$ cat src/rtl/hash_word_pager_pkg.sv
// Shared page numbering and word geometry for the hash word pager.
package hash_word_pager_pkg;

    localparam int WORD_W     = 32;
    localparam int HASH_WORDS = 8;

    localparam logic [3:0] PAGE_NONCE = 4'd8;
    localparam logic [3:0] PAGE_COUNT = 4'd9;
    localparam logic [3:0] LAST_PAGE  = 4'd9;

endpackage

$ cat src/rtl/button_debounce.sv
// Synchronizes and debounces one raw push-button; emits a one-cycle pulse
// on each accepted press.
module button_debounce #(
    parameter int DEBOUNCE_CYCLES = 1000000
) (
    input  logic clk_in,
    input  logic reset,
    input  logic btn_raw,
    output logic btn_level,
    output logic btn_rise
);

    localparam int CNT_W = $clog2(DEBOUNCE_CYCLES);

    logic             sync_0;
    logic             sync_1;
    logic             level_d;
    logic [CNT_W-1:0] count;

    // The counter only runs while the synchronized input disagrees with the
    // accepted level, so any bounce back to the old level restarts the wait.
    always_ff @(posedge clk_in) begin
        if (reset) begin
            sync_0    <= 1'b0;
            sync_1    <= 1'b0;
            count     <= '0;
            btn_level <= 1'b0;
            level_d   <= 1'b0;
            btn_rise  <= 1'b0;
        end else begin
            sync_0  <= btn_raw;
            sync_1  <= sync_0;
            level_d <= btn_level;
            btn_rise <= btn_level & ~level_d;
            if (sync_1 == btn_level) begin
                count <= '0;
            end else if (count == CNT_W'(DEBOUNCE_CYCLES - 1)) begin
                btn_level <= sync_1;
                count     <= '0;
            end else begin
                count <= count + CNT_W'(1);
            end
        end
    end

endmodule

$ cat src/rtl/hash_word_pager.sv
// Captures the latest miner result and pages through it one 32-bit word at
// a time for the seven-segment display driver.
module hash_word_pager
    import hash_word_pager_pkg::*;
#(
    parameter int DEBOUNCE_CYCLES = 1000000,
    parameter int NUM_PAGES       = 10
) (
    input  logic                          clk_in,
    input  logic                          reset,
    input  logic                          hash_valid,
    input  logic [HASH_WORDS*WORD_W-1:0]  hash_data,
    input  logic [WORD_W-1:0]             nonce_data,
    input  logic                          freeze,
    input  logic                          btn_next_raw,
    input  logic                          btn_prev_raw,
    output logic [WORD_W-1:0]             Word,
    output logic [3:0]                    page_idx,
    output logic                          captured
);

    logic                         next_level;
    logic                         prev_level;
    logic                         next_p;
    logic                         prev_p;
    logic                         unused_levels;
    logic [HASH_WORDS*WORD_W-1:0] hash_reg;
    logic [WORD_W-1:0]            nonce_reg;
    logic [WORD_W-1:0]            result_count;
    logic [WORD_W-1:0]            hash_words [HASH_WORDS];
    logic [WORD_W-1:0]            word_sel;

    assign unused_levels = next_level ^ prev_level;

    button_debounce #(.DEBOUNCE_CYCLES(DEBOUNCE_CYCLES)) u_next (
        .clk_in    (clk_in),
        .reset     (reset),
        .btn_raw   (btn_next_raw),
        .btn_level (next_level),
        .btn_rise  (next_p)
    );

    button_debounce #(.DEBOUNCE_CYCLES(DEBOUNCE_CYCLES)) u_prev (
        .clk_in    (clk_in),
        .reset     (reset),
        .btn_raw   (btn_prev_raw),
        .btn_level (prev_level),
        .btn_rise  (prev_p)
    );

    // Word 0 is the most significant slice of the hash.
    always_comb begin
        for (int k = 0; k < HASH_WORDS; k++) begin
            hash_words[k] = hash_reg[(HASH_WORDS - 1 - k) * WORD_W +: WORD_W];
        end
    end

    always_comb begin
        word_sel = '0;
        if (page_idx < 4'(HASH_WORDS)) begin
            word_sel = hash_words[page_idx[2:0]];
        end else if (page_idx == PAGE_NONCE) begin
            word_sel = nonce_reg;
        end else if (page_idx == PAGE_COUNT) begin
            word_sel = result_count;
        end
    end

    always_ff @(posedge clk_in) begin
        if (reset) begin
            hash_reg     <= '0;
            nonce_reg    <= '0;
            result_count <= '0;
            captured     <= 1'b0;
            page_idx     <= '0;
            Word         <= '0;
        end else begin
            Word <= word_sel;
            if (hash_valid && !freeze) begin
                hash_reg  <= hash_data;
                nonce_reg <= nonce_data;
                captured  <= 1'b1;
                if (result_count != '1) begin
                    result_count <= result_count + 32'd1;
                end
            end
            // Simultaneous presses cancel out.
            if (next_p && !prev_p) begin
                page_idx <= (page_idx == 4'(NUM_PAGES - 1)) ? 4'd0 : page_idx + 4'd1;
            end else if (prev_p && !next_p) begin
                page_idx <= (page_idx == 4'd0) ? LAST_PAGE : page_idx - 4'd1;
            end
        end
    end

endmodule

$ cat config.mk
export PLATFORM = sky130hd
export DESIGN_NAME = hash_word_pager
export DESIGN_NICKNAME = d
export VERILOG_FILES = /design/src/rtl/hash_word_pager_pkg.sv /design/src/rtl/button_debounce.sv /design/src/rtl/hash_word_pager.sv
export SDC_FILE = /design/constraint.sdc
export NUM_CORES = 1
export LEC_CHECK = 0
export ABC_AREA = 1
export CAP_MARGIN = 10
export CORE_ASPECT_RATIO = 0.8
export CORE_UTILIZATION = 56
export DETAILED_ROUTE_END_ITERATION = 7
export PLACE_DENSITY_LB_ADDON = 0.25
export SLEW_MARGIN = 20
export SYNTH_ARGS = -nofsm -noshare
export SYNTH_HDL_FRONTEND = slang
export SYNTH_SLANG_ARGS = --single-unit
$ cat constraint.sdc
create_clock -name clk_in -period 3.8 [get_ports clk_in]
set_input_delay 1.14 -clock clk_in [delete_from_list [all_inputs] [get_ports clk_in]]
set_output_delay 1.14 -clock clk_in [all_outputs]
set_load 0.1 [all_outputs]
# == Yosys cells after proc, flatten, opt, wreduce, memory -nomap -nowiden ==
# Cells that the tools add are included.
# op_classes
order_cmp,2
n_addsub,5
muxes,10
n_reduce_logical,13
n_bitwise,7
eq_ne,7
# ops
op,count
32-bit two-way mux,5
32-bit binary-select mux with 3-bit select,1
"20-bit by 1-bit adder with 20-bit output, second input constant",2
"20-bit == test, second input constant",2
"32-bit by 1-bit adder with 32-bit output, second input constant",1
"32-bit inequality test, second input constant",1
4-bit two-way mux,4
"4-bit == test, second input constant",2
2-bit AND reduction,3
3-bit OR reduction,2
"4-bit by 1-bit adder with 4-bit output, second input constant",1
"4-bit greater-or-equal comparator, second input constant",1
4-bit zero test,1
"4-bit less-than comparator, second input constant",1
1-bit inverter,4
3-bit inverter with 4-bit output,1
"4-bit by 1-bit subtractor with 4-bit output, second input constant",1
1-bit logical AND,3
1-bit zero test,3
1-bit AND,2
1-bit == test,2
2-bit nonzero test,1
# totals
register_bits,407

# == Logic depth before layout (Yosys ltp) ==
# logic_depth
word_depth,5
mapped_depth,11
mapped_depth_nobuf,10

# == Modules after synthesis ==
# From an unflattened synthesis, not the netlist that was laid out.
# unflattened
hier_cells,2463
area_unflattened_um2,17794.6
# modules_own_cells
module,cells_per_inst,area_each_um2,instances
hash_word_pager,2125,15307.2,1
button_debounce,169,1243.7,2

# == Least setup slack after synthesis ==
# OpenSTA, ideal clock, no wires.
# synth_path
kind,in2reg
start,input hash_valid
end,register nonce_reg[29]
n_path_buf,2
path_slack_ns,1.509
t_required_ns,3.672
stages,7
t_arrival_ns,2.163
path_cell_list,inv_1 nor2_1 inv_1 clkbuf_1 clkbuf_1 o21ai_0 a21oi_1
# synth_via
elab_chain_cells,1
# synth_rtl
element,line,rtl
start: declaration,hash_word_pager.sv:11,"input logic hash_valid,"
1-bit logical AND,hash_word_pager.sv:79,if (hash_valid && !freeze) begin
end signal: assignment,hash_word_pager.sv:81,nonce_reg <= nonce_data;
end: declaration,hash_word_pager.sv:28,logic [WORD_W-1:0] nonce_reg;
# Every way passes these cells.
# A chain may end at the register's enable or synchronous reset.

# == Worst setup path after layout ==
# layout_path
start,register page_idx[1]
end,output page_idx[1]
# layout_lines
element,line,rtl
start: declaration,hash_word_pager.sv:18,"output logic [3:0] page_idx,"
start signal: assignment,hash_word_pager.sv:89,page_idx <= (page_idx == 4'(NUM_PAGES - 1)) ? 4'd0 : page_idx + 4'd1;
start signal: assignment,hash_word_pager.sv:91,page_idx <= (page_idx == 4'd0) ? LAST_PAGE : page_idx - 4'd1;
# No word-level cell between the ends.

==> out/metrics.cfg <==
[clocking]
cts_tree = built
htreeDepth = 2
clock_latency_ns = 0.55
cts-resized-gates = 0
cts_made_buffers = 41
clk_pin_slew_ns = 0.06
clk_path_buf_depth = 3
clock_sinks = 407
ctsRootBufferMaster = clkbuf_16
cts_setup_buffers = 0
ctsHoldBuffers = 0

[drt]
dr.first_iter.drc_count = 1909
wl_per_cell_um = 17.6
drt_wl_total_um = 55200
route.detailed.drc = 0
dr.pass1.iters = 6
vias = 17600
viasPerCell = 5.61
drtAntennaViolNets = 0

[status]
status = complete, no violations

[hold_path]
hp-class = flip-flop to flip-flop

[power]
p_sw_share_pct = 25.2
pwr-share-clk_pct = 41.5
cellPowerDensity_nw_per_um2 = 432
internal_power_uw = 7180
max-vdd-ir-drop_mv = 0.320
p_leak_uw = 0.00913
p_switching_uw = 2420
combPwrFrac_pct = 10.7
seq_power_share_pct = 47.9

[synthesis]
synth_most_common_cell = nor2_1
yosysUniqueCellTypes = 33
yosysTopAreaCellShare_pct = 46.4
synthArstFlopShare_pct = 0
synth-edff-count = 0
synth.yosys.seq_area_share_pct = 46.4
syn_area_um2 = 17600
synth_cells = 2451
yosysTopAreaCell = dfxtp_1
synth_common_cells = nor2_1 (647), dfxtp_1 (407), nand2_1 (366)
synthFlopType = dfxtp_1
synth_top_cells_by_area = dfxtp_1 (46%), nor2_1 (14%), o21ai_0 (9.1%)
syn_area_per_cell_um2 = 7.17
synth_nets = 2749
yosysWarnings = 0
synth-seq-cells = 407

[worst_setup_path]
cp_top_family = flip-flops
slowest_stage = dfxtp_1
crit_type = flip-flop to output port
worst-path-buf-inv = 1
worstSetupEndpointType = output port
worstPathRequired_ns = 2.66
arrival_ns = 1.53
r2r_slack_ns = 1.21
path_max_fanout = 8
crit_path_max_incr_delay_ns = 0.58
worstPathCellList = buf_4
cp-start-kind = flip-flop

[floorplanning]
coreArea_um2 = 30600
die_w_um = 200
ios = 331
die_h_um = 160
die-area_um2 = 32100
start_util_pct = 57.5
rows = 57

[global_routing]
gr-total-overflow = 0
grt_pass1_wl_um = 86000
antenna_found_initial = 2
grtUsageTotal_pct = 33.8
grt_pass1_vias = 16800
grt_max_degree = 189

[sta]
fin_skew_ns = 0.0146
setup_slack_ns = 1.13
setup_tns_ns = 0
period_share_pct = 70.3
post-route-min-period_ns = 2.67
fmax_mhz = 374
max-slew-margin-rel_pct = 34.0
slew_violations = 0
tightest_slew_ns = 0.989
rsz0062_at_grt = false
hold_viol = 0
finalSetupViolations = 0
fin_hold_ws_ns = 0.388

[placed_design]
port_buffers = 330
dpl_worst_slack_ns = 0.687
dp_hpwl_um = 37800
gp_congestion = 0.923

[final_layout]
final_core_util_pct = 72.7
nets = 2993
final_layout_size_suffix_gt1_share_pct = 6.64
largest_reg_flops = 256
syn2layout_area_growth_pct = 26.6

[job]
drv_cap = 0

## routing by layer
layer	vias up	routed length, um	part of all wire, %	GRT usage, %
met3	128	5320	9.6	6.15
met5	-	0	0	0
met4	0	2230	4.0	14.3
met1	8163	23400	42	46.6
li1	8464	-	-	-
met2	870	24200	44	52.0
## stage by stage
| stage | power, uW | instances | instance area (um^2) |
|---|---|---|---|
| 2_1_floorplan | 5180 | 2451 | 17600 |
| 5_1_grt | 9930 | 3141 | 22200 |
| 4_1_cts | 9620 | 3139 | 22200 |
| 3_5_place_dp | 5690 | 3065 | 20900 |
| 3_3_place_gp | 5660 | 3065 | 20900 |
| 6_report | 9600 | 3141 | 22200 |
## placed cells by master, fill, tap and decap left out, types with 2 or more instances in the layout
master and instances:
nand2_4 3, a21oi_2 20, buf_12 6, clkbuf_16 41
o22ai_1 20, a31oi_1 2, or2_2 2, clkinv_8 2
buf_4 57, clkinv_2 13, a21oi_1 60, o21ai_0 321
xnor2_1 6, clkbuf_1 6, xor2_1 21, inv_1 149
diode_2 2, clkinvlp_4 3, inv_2 2, nor2_1 641
inv_8 2, clkdlybuf4s50_1 292, bufinv_16 2, clkbuf_8 5
nor3_1 21, nand3_1 46, ha_1 4, nor2_2 4
nand2_2 7, o21ai_1 2, nand3b_1 37, a22oi_1 128
nand4_1 15, nor2_4 8, dfxtp_1 407, nand2_1 366
inv_6 2
## area by class of cell
cell class                      count  area (um^2)
Antenna cell                        2         5.00
Clock buffer                       52         1120
Clock inverter                     22          198
Fill cell                        2388         8350
Inverter                          153          589
Multi-Input combinational cell   1736         8200
Sequential cell                   407         8150
Tap cell                          413          517
Timing Repair Buffer              356         3480
## path summary, 6_finish.rpt
check                 startpoint         endpoint  cells past startpoint
setup / recovery     page_idx[1]      page_idx[1]                      1
hold / removal    u_prev.level_d  u_prev.btn_rise                      1
setup reg to reg     page_idx[1]         Word[23]                      9
hold reg to reg   u_prev.level_d  u_prev.btn_rise                      1
## cells by family after synthesis
group	Yosys count	synth area share, %
buffers and inverters	308	7.25
adders and majority gates	4	0.285
and+or+nand+nor	1151	26.6
AOI/OAI and AO/OA	554	18.2
xor gates and xnor gates	27	1.35
DFF	407	46.4
## power groups by stage
| stage | combinational [uW] | clock [uW] | sequential (uW) |
|---|---|---|---|
| 6_report | 1030 | 3980 | 4600 |
| 2_1_floorplan | 418 | 0 | 4760 |
| 5_1_grt | 1100 | 4210 | 4620 |
| 3_5_place_dp | 1000 | 0 | 4680 |
| 3_3_place_gp | 989 | 0 | 4670 |
| 4_1_cts | 1010 | 4010 | 4590 |
No activity file was read; power rests on OpenSTA's default activity.
==> RTL change 1 (same settings) <==
Make the reset (`reset`) asynchronous in 2 clocked blocks.
--- a/src/rtl/button_debounce.sv
+++ b/src/rtl/button_debounce.sv
@@ -19,7 +19,7 @@
 
     // The counter only runs while the synchronized input disagrees with the
     // accepted level, so any bounce back to the old level restarts the wait.
-    always_ff @(posedge clk_in) begin
+    always_ff @(posedge clk_in or posedge reset) begin
         if (reset) begin
             sync_0    <= 1'b0;
             sync_1    <= 1'b0;
--- a/src/rtl/hash_word_pager.sv
+++ b/src/rtl/hash_word_pager.sv
@@ -66,7 +66,7 @@
         end
     end
 
-    always_ff @(posedge clk_in) begin
+    always_ff @(posedge clk_in or posedge reset) begin
         if (reset) begin
             hash_reg     <= '0;
             nonce_reg    <= '0;
Formal check against the unedited RTL: differs if reset is asserted again (counterexample within 4 cycles, from zero or initial values and one cycle with reset high); with reset held inactive, the same outputs for 10 cycles.
==> RTL change 1 against the unedited design <==
Clock power rose by 2%; synthesized area rose by 6.2%; global-route usage is 0.37 points higher; clock skew is 0.012 ns higher; worst setup slack worse by 0.32 ns; critical path type is now flop to flop; largest cell class is now sequential cells; sequential cell count unchanged; wire length up 3.6%; cell area up 6.3%; critical endpoint is now Word[30]; power up 12%; synthesized cell count decreased by 2.5%.
==> RTL change 1: results (changes against the unedited design) <==
status finished clean; hold endpoint u_prev.sync_1; Final Net Count 2974 (-0.63%); Synth cell types 31 (-6.1%); WL met2 25950 um (+7.3%); Int Power 7.754 mW (+7.9%); max layer used met5; top cell type's share of synthesized area 0.5455 (+0.08198); initial antenna violation count 3 (+1); M2 GR Usage 0.5194 (about the same); Synth top cells by count nand2_1, dfrtp_1, nor2_1; Seq pwr share 0.472 (-0.007); vias in the first global route 16800 (+0.14%); crit-path max FO 23 (+15); All-Layer GR Usage 0.3419 (+0.003721); layout cells sized above 1 0.05327 (-0.01312); top post-synthesis cells by area dfrtp_1, nand2_1, a22oi_1; total of fill cells in the finished design 2542 (+6.4%); share of flip-flops with an asynchronous set or reset 1.000 (+1.000); R2R cell count 7 (-2); Slew @ Worst Pin 1.005 ns (+0.01587 ns); post-synthesis compound-gate area fraction 0.07372 (-0.1082); Max IR drop VDD 0.0003991 V (+25%); critical register-to-register path endpoint Word[30]; post-synthesis xor/xnor area fraction 0.01783 (+0.004373); first-pass GRT wire length 88860 um (+3.3%); initial drt markers 1750 (-8.3%); mean number of vias per cell 5.475 (-2.4%); slowest stage cell, crit path o21ai_0; routing usage on met1 0.4768 (+0.01123); routability cong. 0.9325 (+1.0%); hold path depth 0 (-1)
RTL change 1: cell count changes after synthesis, sizes merged, moves of 45 or more:
cell	unedited run	this run
nand2	376	1308
inv	153	79
nor2	654	159
clkbuf	116	71
dfxtp	407	0
dfrtp	0	407
o21ai	323	33
RTL change 1: stage by stage:
stage          setup slack [ns]  cells  setup TNS [ns]
2_1_floorplan            -2.824   2390        -1149.24
3_3_place_gp             0.8935   3060               0
3_5_place_dp             0.8653   3060               0
4_1_cts                  0.9407   3130               0
5_1_grt                  0.6137   3130               0
6_report                 0.8021   3131               0
RTL change 1: cells by family (layout without fill, tap and decap cells):
kind of cell / count (synthesis) / after routing
simple gates: 1541 / 1541
compound gates: 209 / 209
fa+ha+maj: 4 / 4
flops: 407 / 407
other cells: 0 / 1
buf+inv: 191 / 504
xor+xnor: 38 / 38
RTL change 1: critical path, delay by kind of cell, from the launching register on:
family | cells | cell delay, ns
flops | 1 | 0.43
simple gates | 3 | 0.88
buf+inv | 2 | 0.58
compound gates | 2 | 1.03
RTL change 1: layout make-up:
type | instances | area share
antenna | 1 | 0.0001058
sequential | 407 | 0.4305
multi-input combinational | 1792 | 0.3271
tap | 427 | 0.02258
clock buffer | 55 | 0.04902
inverter | 80 | 0.01327
timing repair buffer | 354 | 0.1502
clock inverter | 15 | 0.007192
RTL change 1: how the worst max path moves through the flow:
stage	startpoint	end	depth (start not counted)	slack, ns
floorplan	reset	Word[0]	1	-2.82
global route	page_idx[2]	Word[26]	7	0.61
CTS	page_idx[2]	Word[26]	7	0.94
finish	page_idx[2]	Word[30]	7	0.80
global placement	hash_valid	result_count[24]	7	0.89
detailed placement	freeze	hash_reg[15]	6	0.87
==> RTL change 2 (same flow settings) <==
Without the edit above. `DEBOUNCE_CYCLES` is set to 1000000 in 2 places; all go to 2000000.
--- a/src/rtl/button_debounce.sv
+++ b/src/rtl/button_debounce.sv
@@ -1,7 +1,7 @@
 // Synchronizes and debounces one raw push-button; emits a one-cycle pulse
 // on each accepted press.
 module button_debounce #(
-    parameter int DEBOUNCE_CYCLES = 1000000
+    parameter int DEBOUNCE_CYCLES = 2000000
 ) (
     input  logic clk_in,
     input  logic reset,
--- a/src/rtl/hash_word_pager.sv
+++ b/src/rtl/hash_word_pager.sv
@@ -3,7 +3,7 @@
 module hash_word_pager
     import hash_word_pager_pkg::*;
 #(
-    parameter int DEBOUNCE_CYCLES = 1000000,
+    parameter int DEBOUNCE_CYCLES = 2000000,
     parameter int NUM_PAGES       = 10
 ) (
     input  logic                          clk_in,
Formal check against the unedited RTL: no difference found for any inputs over 10 cycles, from zero or initial values and one cycle with reset high; that may be too few to reach the edited logic, so the function may still have changed.
==> RTL change 2 against the unedited design <==
First-iteration DRC count rose by 9.7%; worst setup slack got worse by 0.027 ns; power rose by 2.2%; sequential share of layout area fell by 0.13 points; die area rose by 0.64%; maximum frequency fell by 0.99%; highest routed layer unchanged; wire length rose by 3.2%; cell area rose by 0.85%; global-route usage rose by 0.66 points; synthesized area rose by 0.65%; sequential cell count rose by 2; critical path depth rose by 7.
==> RTL change 2: results (changes against the unedited design) <==
post-synthesis xor/xnor area fraction 0.01337 (-0.00008658); max incr delay on CP 0.81 ns (+0.23 ns); status finished clean; r2r setup slk 1.10 ns (-0.11 ns); clk pwr 4.18 mW (+5%); crit-path max FO 45 (+37); layout cells sized above 1 0.06921 (+0.002808); post-synthesis adder-cell area fraction 0.002829 (-0.00001832); Mapped Nets 2756 (+0.25%); Net Sw Frac 0.2421 (-0.009882); routed wire length 56910 um (+3.2%); routability cong. 0.9283 (+0.54%); Synth cell types 34 (+3.0%); WL met2 24980 um (+3.3%); slowest stage cell, crit path inv_2; Seq/Total Area, Yosys 0.4628 (-0.0007200); vias in the first global route 16590 (-1.1%); Synth top cells by count nor2_1, dfxtp_1, nand2_1; hpwl dp 38840 um (+2.7%); max reg flops 256 (unchanged); Crit path max-delay family buffers and inverters; Max IR drop VDD 0.0003587 V (+12%); Pwr Total 9.817 mW (+2.2%); M1 WL 24650 um (+5.2%); vias 17770 (+0.85%); initial drt markers 2094 (+9.7%); Setup Skew 0.01669 ns (+0.002060 ns); pre-CTS setup slack 0.7208 ns (+0.03330 ns); Slew @ Worst Pin 1.068 ns (+0.07856 ns); top post-synthesis cells by area dfxtp_1, nor2_1, o21ai_0; Crit path arrival time 3.18 ns (+1.65 ns); largest net degree at the start of global routing 181 (-4.2%); Seq pwr share 0.471 (-0.008); Final Hold Slack 0.3958 ns (+0.008223 ns); P_leak 9.178 nW (+0.53%); critical register-to-register path endpoint Word[3]; R2R cell count 8 (-1)
-- RTL change 2: cell types whose count changed after synthesis, moves of 3 or more --
cell / before / now
inv_1: 152 / 148
clkbuf_1: 116 / 119
nand4_1: 15 / 23
or2_2: 2 / 5
nor3b_1: 0 / 7
nor2_1: 647 / 644
xor2_1: 21 / 25
nand2_1: 366 / 353
nand2_2: 7 / 14
xnor2_1: 6 / 2
-- RTL change 2: layout make-up --
type,count,area [sq um]
diodes,2,5.005
clock buffers,63,1291
clock inverters,11,111.4
fillers,2421,8303
inverters,149,574.3
multi-input cells,1745,8300
flip-flops and latches,409,8188
well taps,413,516.7
repair buffers,354,3448
-- RTL change 2: worst max-delay path by stage --
stage                     cells after the start  slack (ns)            end        start
final                                         8        1.10        Word[3]  page_idx[1]
after global routing                          8         1.0        Word[3]  page_idx[1]
after CTS                                     1        1.14    page_idx[1]  page_idx[1]
after detailed placement                      6        0.72  hash_reg[225]   hash_valid
after global placement                        6        0.76  hash_reg[188]   hash_valid
after floorplan                              10        1.56       Word[26]  page_idx[1]
-- RTL change 2: layer usage --
metal,global-route usage,vias to the layer above
met5,0,-
met4,0.09993,0
met1,0.4942,8232
met2,0.5317,944
met3,0.06094,96
li1,-,8502
-- RTL change 2: cell families (layout without fill, tap and decap cells) --
logic type               count (synthesis)  count (layout)
AND/OR/NAND/NOR                       1162            1162
AO/OA/AOI/OAI                          552             552
flip-flops                             409             409
buffers and inverters                  304             577
XOR/XNOR                                27              27
adder cells (fa/ha/maj)                  4               4
other                                    0               2
-- RTL change 2: stage by stage --
step                  util  cells  area [sq um]
finish              0.7299   3146         22440
global route        0.7299   3146         22440
CTS                 0.7296   3144         22430
detailed placement  0.6839   3070         21020
global placement    0.6839   3070         21020
floorplan                -   2458         17690
